==> src/rtl/bundle_ctrl.sv <==
// bundle_ctrl: sequencing controller for a majority-vote (bundling) unit.
//
// Hypervector words arrive on a valid/ready stream and are fed straight
// into an external bank of D up/down lane counters: a 0 bit counts up and a
// 1 bit counts down. The controller does not hold the counters. It drives
// cnt_clr, cnt_en and cnt_bits, and it reads back the lane sign bits.
// When the last word of a bundle arrives, the result is produced as follows:
//   - If the bundle has an even number of words, one extra tie-break word is
//     injected so that no lane can end at zero.
//   - One settle cycle follows, and the sign bits are latched into m_data.
//   - The result is offered on m_valid/m_ready.
//   - After the handshake, one cycle clears the counter bank.
//
// Ports:
//   clk, rst                  clock and synchronous active-high reset
//   s_valid/s_data/s_last     input word stream; s_ready is the accept qualifier
//   tie_pattern               static tie-break word used for even-sized bundles
//   cnt_clr/cnt_en/cnt_bits   control of the external lane counter bank
//   sign_bits                 per-lane counter MSB (1 = majority of ones)
//   m_valid/m_data/m_ready    bundled result stream
//   item_cnt                  number of words accepted in the current bundle
//   busy                      high whenever the FSM is not in IDLE
module bundle_ctrl #(
    parameter int D  = 32,
    parameter int CW = 8
) (
    input  logic          clk,
    input  logic          rst,
    input  logic          s_valid,
    input  logic [D-1:0]  s_data,
    input  logic          s_last,
    output logic          s_ready,
    input  logic [D-1:0]  tie_pattern,
    output logic          cnt_clr,
    output logic          cnt_en,
    output logic [D-1:0]  cnt_bits,
    input  logic [D-1:0]  sign_bits,
    output logic          m_valid,
    output logic [D-1:0]  m_data,
    input  logic          m_ready,
    output logic [CW-1:0] item_cnt,
    output logic          busy
);

    typedef enum logic [2:0] {
        IDLE,
        ACCUM,
        TIEBRK,
        SETTLE,
        OUT,
        CLEAR
    } state_t;

    // This is the count that the current accept completes to 2^CW-1. A
    // bundle is forced to end here so that item_cnt can never wrap.
    localparam logic [CW-1:0] FORCE_LAST = {{(CW-1){1'b1}}, 1'b0};

    state_t        state_reg, state_next;
    logic [CW-1:0] item_cnt_reg, item_cnt_next;
    logic [D-1:0]  m_data_reg, m_data_next;

    always_ff @(posedge clk) begin
        if (rst) begin
            state_reg    <= IDLE;
            item_cnt_reg <= '0;
            m_data_reg   <= '0;
        end else begin
            state_reg    <= state_next;
            item_cnt_reg <= item_cnt_next;
            m_data_reg   <= m_data_next;
        end
    end

    always_comb begin
        state_next    = state_reg;
        item_cnt_next = item_cnt_reg;
        m_data_next   = m_data_reg;
        s_ready       = 1'b0;
        cnt_en        = 1'b0;
        cnt_clr       = 1'b0;
        cnt_bits      = '0;
        m_valid       = 1'b0;

        if (rst) begin
            // The counter bank has no reset of its own, so it is cleared
            // for as long as reset is held.
            cnt_clr       = 1'b1;
            state_next    = IDLE;
            item_cnt_next = '0;
            m_data_next   = '0;
        end else begin
            case (state_reg)
                IDLE, ACCUM: begin
                    s_ready = 1'b1;
                    if (s_valid) begin
                        // The word goes to the counters in the same cycle
                        // it is accepted.
                        cnt_en        = 1'b1;
                        cnt_bits      = s_data;
                        item_cnt_next = item_cnt_reg + 1'b1;
                        if (s_last || item_cnt_reg == FORCE_LAST) begin
                            // The new count is item_cnt_reg+1. That count
                            // is even exactly when item_cnt_reg is odd, and
                            // an even count needs a tie-break word.
                            state_next = item_cnt_reg[0] ? TIEBRK : SETTLE;
                        end else begin
                            state_next = ACCUM;
                        end
                    end
                end
                TIEBRK: begin
                    cnt_en     = 1'b1;
                    cnt_bits   = tie_pattern;
                    state_next = SETTLE;
                end
                SETTLE: begin
                    // The counters now hold the final word, so their sign
                    // bits are the majority result.
                    m_data_next = sign_bits;
                    state_next  = OUT;
                end
                OUT: begin
                    m_valid = 1'b1;
                    if (m_ready) begin
                        state_next = CLEAR;
                    end
                end
                CLEAR: begin
                    cnt_clr       = 1'b1;
                    item_cnt_next = '0;
                    state_next    = IDLE;
                end
                default: begin
                    state_next = IDLE;
                end
            endcase
        end
    end

    assign m_data   = m_data_reg;
    assign item_cnt = item_cnt_reg;
    assign busy     = (state_reg != IDLE);

endmodule

==> config.mk <==
export PLATFORM = sky130hd
export DESIGN_NAME = bundle_ctrl
export DESIGN_NICKNAME = d
export VERILOG_FILES = /design/src/rtl/bundle_ctrl.sv
export SDC_FILE = /design/constraint.sdc
export NUM_CORES = 1
export LEC_CHECK = 0
export CORE_ASPECT_RATIO = 0.75
export CORE_UTILIZATION = 35
export CTS_BUF_LIST = sky130_fd_sc_hd__clkbuf_16
export DETAILED_ROUTE_END_ITERATION = 12
export HOLD_SLACK_MARGIN = 0.1
export PLACE_DENSITY = 0.9
export SLEW_MARGIN = 15
export SYNTH_ARGS = -nofsm -noshare
export SYNTH_HDL_FRONTEND = slang
export SYNTH_SLANG_ARGS = --single-unit
==> constraint.sdc <==
create_clock -name clk -period 3 [get_ports clk]
set_input_delay 0.6 -clock clk [delete_from_list [all_inputs] [get_ports clk]]
set_output_delay 0.6 -clock clk [all_outputs]
set_load 0.02 [all_outputs]
* Yosys cells after proc, flatten, opt, wreduce, memory -nomap -nowiden
Index checks and enable logic that the tools add are counted.
** Storage, ports and cells
- Logic and storage cells :: 38
- Output and inout bits :: 77
- Bits in registers :: 43
- Bits of input ports :: 101
** Operators by class
- Eq/ne operators :: 8
- Reductions and logical operators :: 7
- Multiplexer cells :: 19
- $add $sub $neg :: 1
** Operators by type and width (number)
- 32-bit 2-to-1 mux :: 2
- 32-bit case mux with 2 select lines :: 1
- 8-bit case mux with 2 select lines :: 1
- 3-bit case mux with 4 select lines :: 1
- 1-bit 2-to-1 mux :: 9
- 8-bit by 1-bit adder with 8-bit output (second input constant) :: 1
- 8-bit equality test (second input constant) :: 1
- 8-bit 2-to-1 mux :: 1
- 3-bit by 2-bit equality test with 1-bit output (second input constant) :: 2
- 3-bit equality test (second input constant) :: 2
- 3-bit 2-to-1 mux :: 2
- 2-bit != test (second input constant) :: 2
- 2-bit AND reduction :: 2
- 3-bit by 1-bit equality test with 1-bit output (second input constant) :: 1
- 3-bit logical NOT :: 1
- 3-bit nonzero test :: 1
- 2-bit 2-to-1 mux :: 1
- 1-bit case mux with 2 select lines :: 1
- 2-bit nonzero test :: 1
- 2-bit OR reduction :: 1
- 1-bit logical OR :: 1

* Logic depth before layout (Yosys ltp)
- Depth in word-level cells :: 5
- Gate-level depth with buffers :: 6
- Mapped depth without buffers :: 5

* Worst setup path after synthesis
OpenSTA, ideal clock, no wires.
- Kind :: input to output
- Start point :: input rst
- End point :: output m_valid
- Setup slack :: 0.718 ns
- Required time :: 2.400 ns
- Buffers on the path :: 2
- Stages on the path :: 3
- Arrival time :: 1.682 ns
- Cell sequence :: clkbuf_1 clkbuf_1 nor4b_1
** Between the ends
- Word-level cells in the longest chain between the ends :: 1
** Ends and longest elaborated chain
- start, declared :: RTL line 28 : input logic rst,
- 1-bit 2-to-1 mux :: RTL line 84 : if (rst) begin
- end, declared :: RTL line 38 : output logic m_valid,
No other way between the ends.

* Worst setup path after layout
- Start point :: input s_valid
- End point :: output cnt_bits[9]
** Between the ends
- Word-level cells in the longest chain between the ends :: 3
** Ends and longest elaborated chain
- start, declared :: RTL line 29 : input logic s_valid,
- 32-bit 2-to-1 mux :: RTL line 95 : if (s_valid) begin
- 32-bit case mux with 2 select lines :: RTL line 92 : case (state_reg)
- 32-bit 2-to-1 mux :: RTL line 84
- end, declared :: RTL line 36 : output logic [D-1:0] cnt_bits,
No other way between the ends.

==> results.ini <==
[run_status]
outcome=completed

[routing]
ant_nets=0
drtIter0Drc=110
drt-met1-wl_um=3310
vias=2749
remaining_drc_errors=0
dr_wl_met2_um=4090
wl_um=8030
dr_wl_met3_um=578
wire_per_inst_um=14.9
vias_per_cell=5.10
dr.pass1.iters=4
highest_layer=met4

[setup_path]
worstRegToRegCells=4
path_max_fanout=37
rrSetupSlack_ns=1.22
slowest_delay_ns=0.52
cp_cell_sequence=clkdlybuf4s50_1 -> nor3b_4 -> buf_12 -> a22oi_1 -> nor2_1 -> dlygate4sd2_1
cp_slowest_cell=clkdlybuf4s50_1
criticalPathCategory=in2out
reg2reg_from=state_reg[2]
worst-path-buf-inv=3
cp_num_cells=6
crit_family=buffers and inverters
worstReg2RegEnd=m_data[18]
crit_arrival_ns=2.22
critPathCaptureType=output pin
crit_required_ns=2.40
start_kind=input pin

[global_routing]
overflow=0
grt_pass1_wl_um=12600
antenna_found_initial=0
grt_pass1_vias=2589
grt_start_max_net_pins=38
grt_util_all_layers_pct=24.2

[die]
die_area_mm2=0.00655
coreArea_mm2=0.00592
start_util_pct=36.8
ios=178
rows=24
dieWidth_um=93.1
die_y_um=70.3

[timing]
worst_pin_slew_ns=0.561
drv_slew=0
period_share_pct=94.1
setup_viol=0
hold_viol_final=0
max_slew_margin_pct=62.6
finalSetupTns_ns=0
setup_slack_ns=0.178
fmax_mhz=354
finClkSkew_ns=0.00449
min_period_ns=2.82
rsz0062_at_grt=no

[yosys]
synth_cell_types=38
synth_common_cells=66 x nand2_1, 43 x dfxtp_1, 41 x nor2_1
yosysMostFrequentCell=nand2_1
synthFlopType=dfxtp_1
synth_top_area_share_pct=39.5
yosysWarnings=0
async_reset_ff_share_pct=0
netlist_instances=292
yosysSeqAreaShare_pct=39.5
synth_top_cells_by_area=dfxtp_1 40%, nand2_1 11%, a22oi_1 11%, a21oi_1 8.5%, nor2_1 7.1%
syn_area_per_cell_um2=7.46
syn_area_mm2=0.00218
ys_seq_elements=43
synth_fp_nets=395
synth_edf_count=0
synth_top_cell_by_area=dfxtp_1

[finish]
largest_reg_flops=32
nets=563
area_growth_pct=90.2
antenna_cells=0
multi_input_area_mm2=0.00120
fill_cells=488
final_cells=539
seqCellArea_um2=861
drive_above_1_share_pct=4.34

[power_and_ir_drop]
p_comb_share_pct=30.6
p_sw_uw=454
seq_power_share_pct=38.3
power_leakage_uw=0.00165
clockPowerShare_pct=31.1
switching_share_pct=28.3
p_int_uw=1150
p_per_area_mw_per_mm2=388
max-vdd-ir-drop_uv=462

[clock_tree]
cts_buffer_depth=2
post-cts-setup-buffers=0
htreeDepth=2
clkTransAtPathRegs_ns=0.06
cts-root-buf=clkbuf_16
cts_tree=done
cts_buffers=5
insertion_delay_ns=0.28
cts.sink_count=43

[placement]
place_inst=531
numPortBuffers=177
pre_cts_ws_ns=-0.0632
gp_congestion=0.806
dp_hpwl_um=6150

[run]
cap_violations=0

[min_path]
hold_path_class=reg2reg
holdPathStages=2
hold_end=m_data[27]
min-delay-start=m_data[27]

==> repair_timing <==
item                                    CTS  global route
cloned                                    0             0
hold buffers                              0             0
gates resized for setup                  30             3
endpoints found under the setup margin   30             3
==> metrics by stage <==
stage | total power, uW | area (um2) | hold slack [ns] | util, %
final | 1610 | 4140 | 0.451 | 70.0
after floorplan | 852 | 2180 | 0.533 | -
after global placement | 1130 | 4040 | 0.441 | 68.2
after CTS | 1620 | 4140 | 0.453 | 69.9
after global routing | 1690 | 4140 | 0.469 | 70.0
after detailed placement | 1140 | 4040 | 0.446 | 68.2
==> worst min-delay path: cells and delay by family, from the launching register on <==
kind	cells	cell delay (ns)
flip-flops	1	0.30
AND/OR/NAND/NOR	1	0.05
AO/OA/AOI/OAI	1	0.05
==> worst max-delay path by stage <==
stage	start	end	slack (ns)
finish	s_valid	cnt_bits[9]	0.18
global route	s_valid	cnt_bits[29]	0.11
CTS	s_valid	cnt_bits[26]	0.003
detailed placement	s_valid	cnt_bits[15]	-0.06
global placement	s_valid	cnt_bits[15]	-0.01
floorplan	rst	m_valid	0.72
==> metal layers <==
layer | vias to the layer above | track usage [%]
met5 | - | 0
met2 | 113 | 41.9
li1 | 1346 | -
met3 | 6 | 7.19
met4 | 0 | 4.27
met1 | 1284 | 29.8
==> layout by cell type, fill, tap and decap left out, types with 2 or more instances in the layout <==
| cell type | netlist | final |
|---|---|---|
| dlygate4sd2_1 | 0 | 30 |
| dfxtp_1 | 43 | 43 |
| o31ai_1 | 3 | 3 |
| buf_12 | 0 | 2 |
| clkbuf_16 | 0 | 5 |
| nor2_1 | 41 | 41 |
| clkinv_1 | 0 | 2 |
| buf_4 | 0 | 8 |
| a22oi_1 | 32 | 32 |
| and3_1 | 3 | 3 |
| a21oi_1 | 37 | 37 |
| nand2b_1 | 3 | 3 |
| dlymetal6s2s_1 | 0 | 3 |
| o21ai_0 | 2 | 2 |
| mux2i_1 | 2 | 2 |
| or3b_2 | 2 | 2 |
| nand3b_1 | 4 | 4 |
| xnor2_1 | 2 | 2 |
| clkdlybuf4s50_1 | 0 | 144 |
| or3_1 | 2 | 2 |
| nor3b_4 | 1 | 2 |
| nand2_1 | 66 | 66 |
| nand4_1 | 2 | 2 |
| ha_1 | 2 | 2 |
| or4_1 | 2 | 2 |
| inv_1 | 1 | 2 |
==> final cells by class <==
| cell class | count | share of cell area [%] |
|---|---|---|
| multi-input cells | 222 | 29.0 |
| clock buffers | 5 | 3.02 |
| inverters | 1 | 0.0906 |
| well taps | 78 | 2.36 |
| flip-flops and latches | 43 | 20.8 |
| repair buffers | 187 | 44.5 |
| clock inverters | 3 | 0.272 |
==> power groups by stage <==
| stage | registers [uW] | logic, uW | clock network [uW] |
|---|---|---|---|
| 2_1_floorplan | 639 | 213 | 0 |
| 3_3_place_gp | 626 | 504 | 0 |
| 3_5_place_dp | 628 | 514 | 0 |
| 4_1_cts | 615 | 494 | 514 |
| 5_1_grt | 618 | 530 | 539 |
| 6_report | 615 | 492 | 500 |
==> logic make-up after synthesis <==
family | synth area share (%)
fa+ha+maj | 1.15
simple gates | 28.8
compound gates | 23.2
xor+xnor | 0.804
flops | 39.5
buf+inv | 5.57
mux | 0.919
Power figures use the tool's default switching activity.
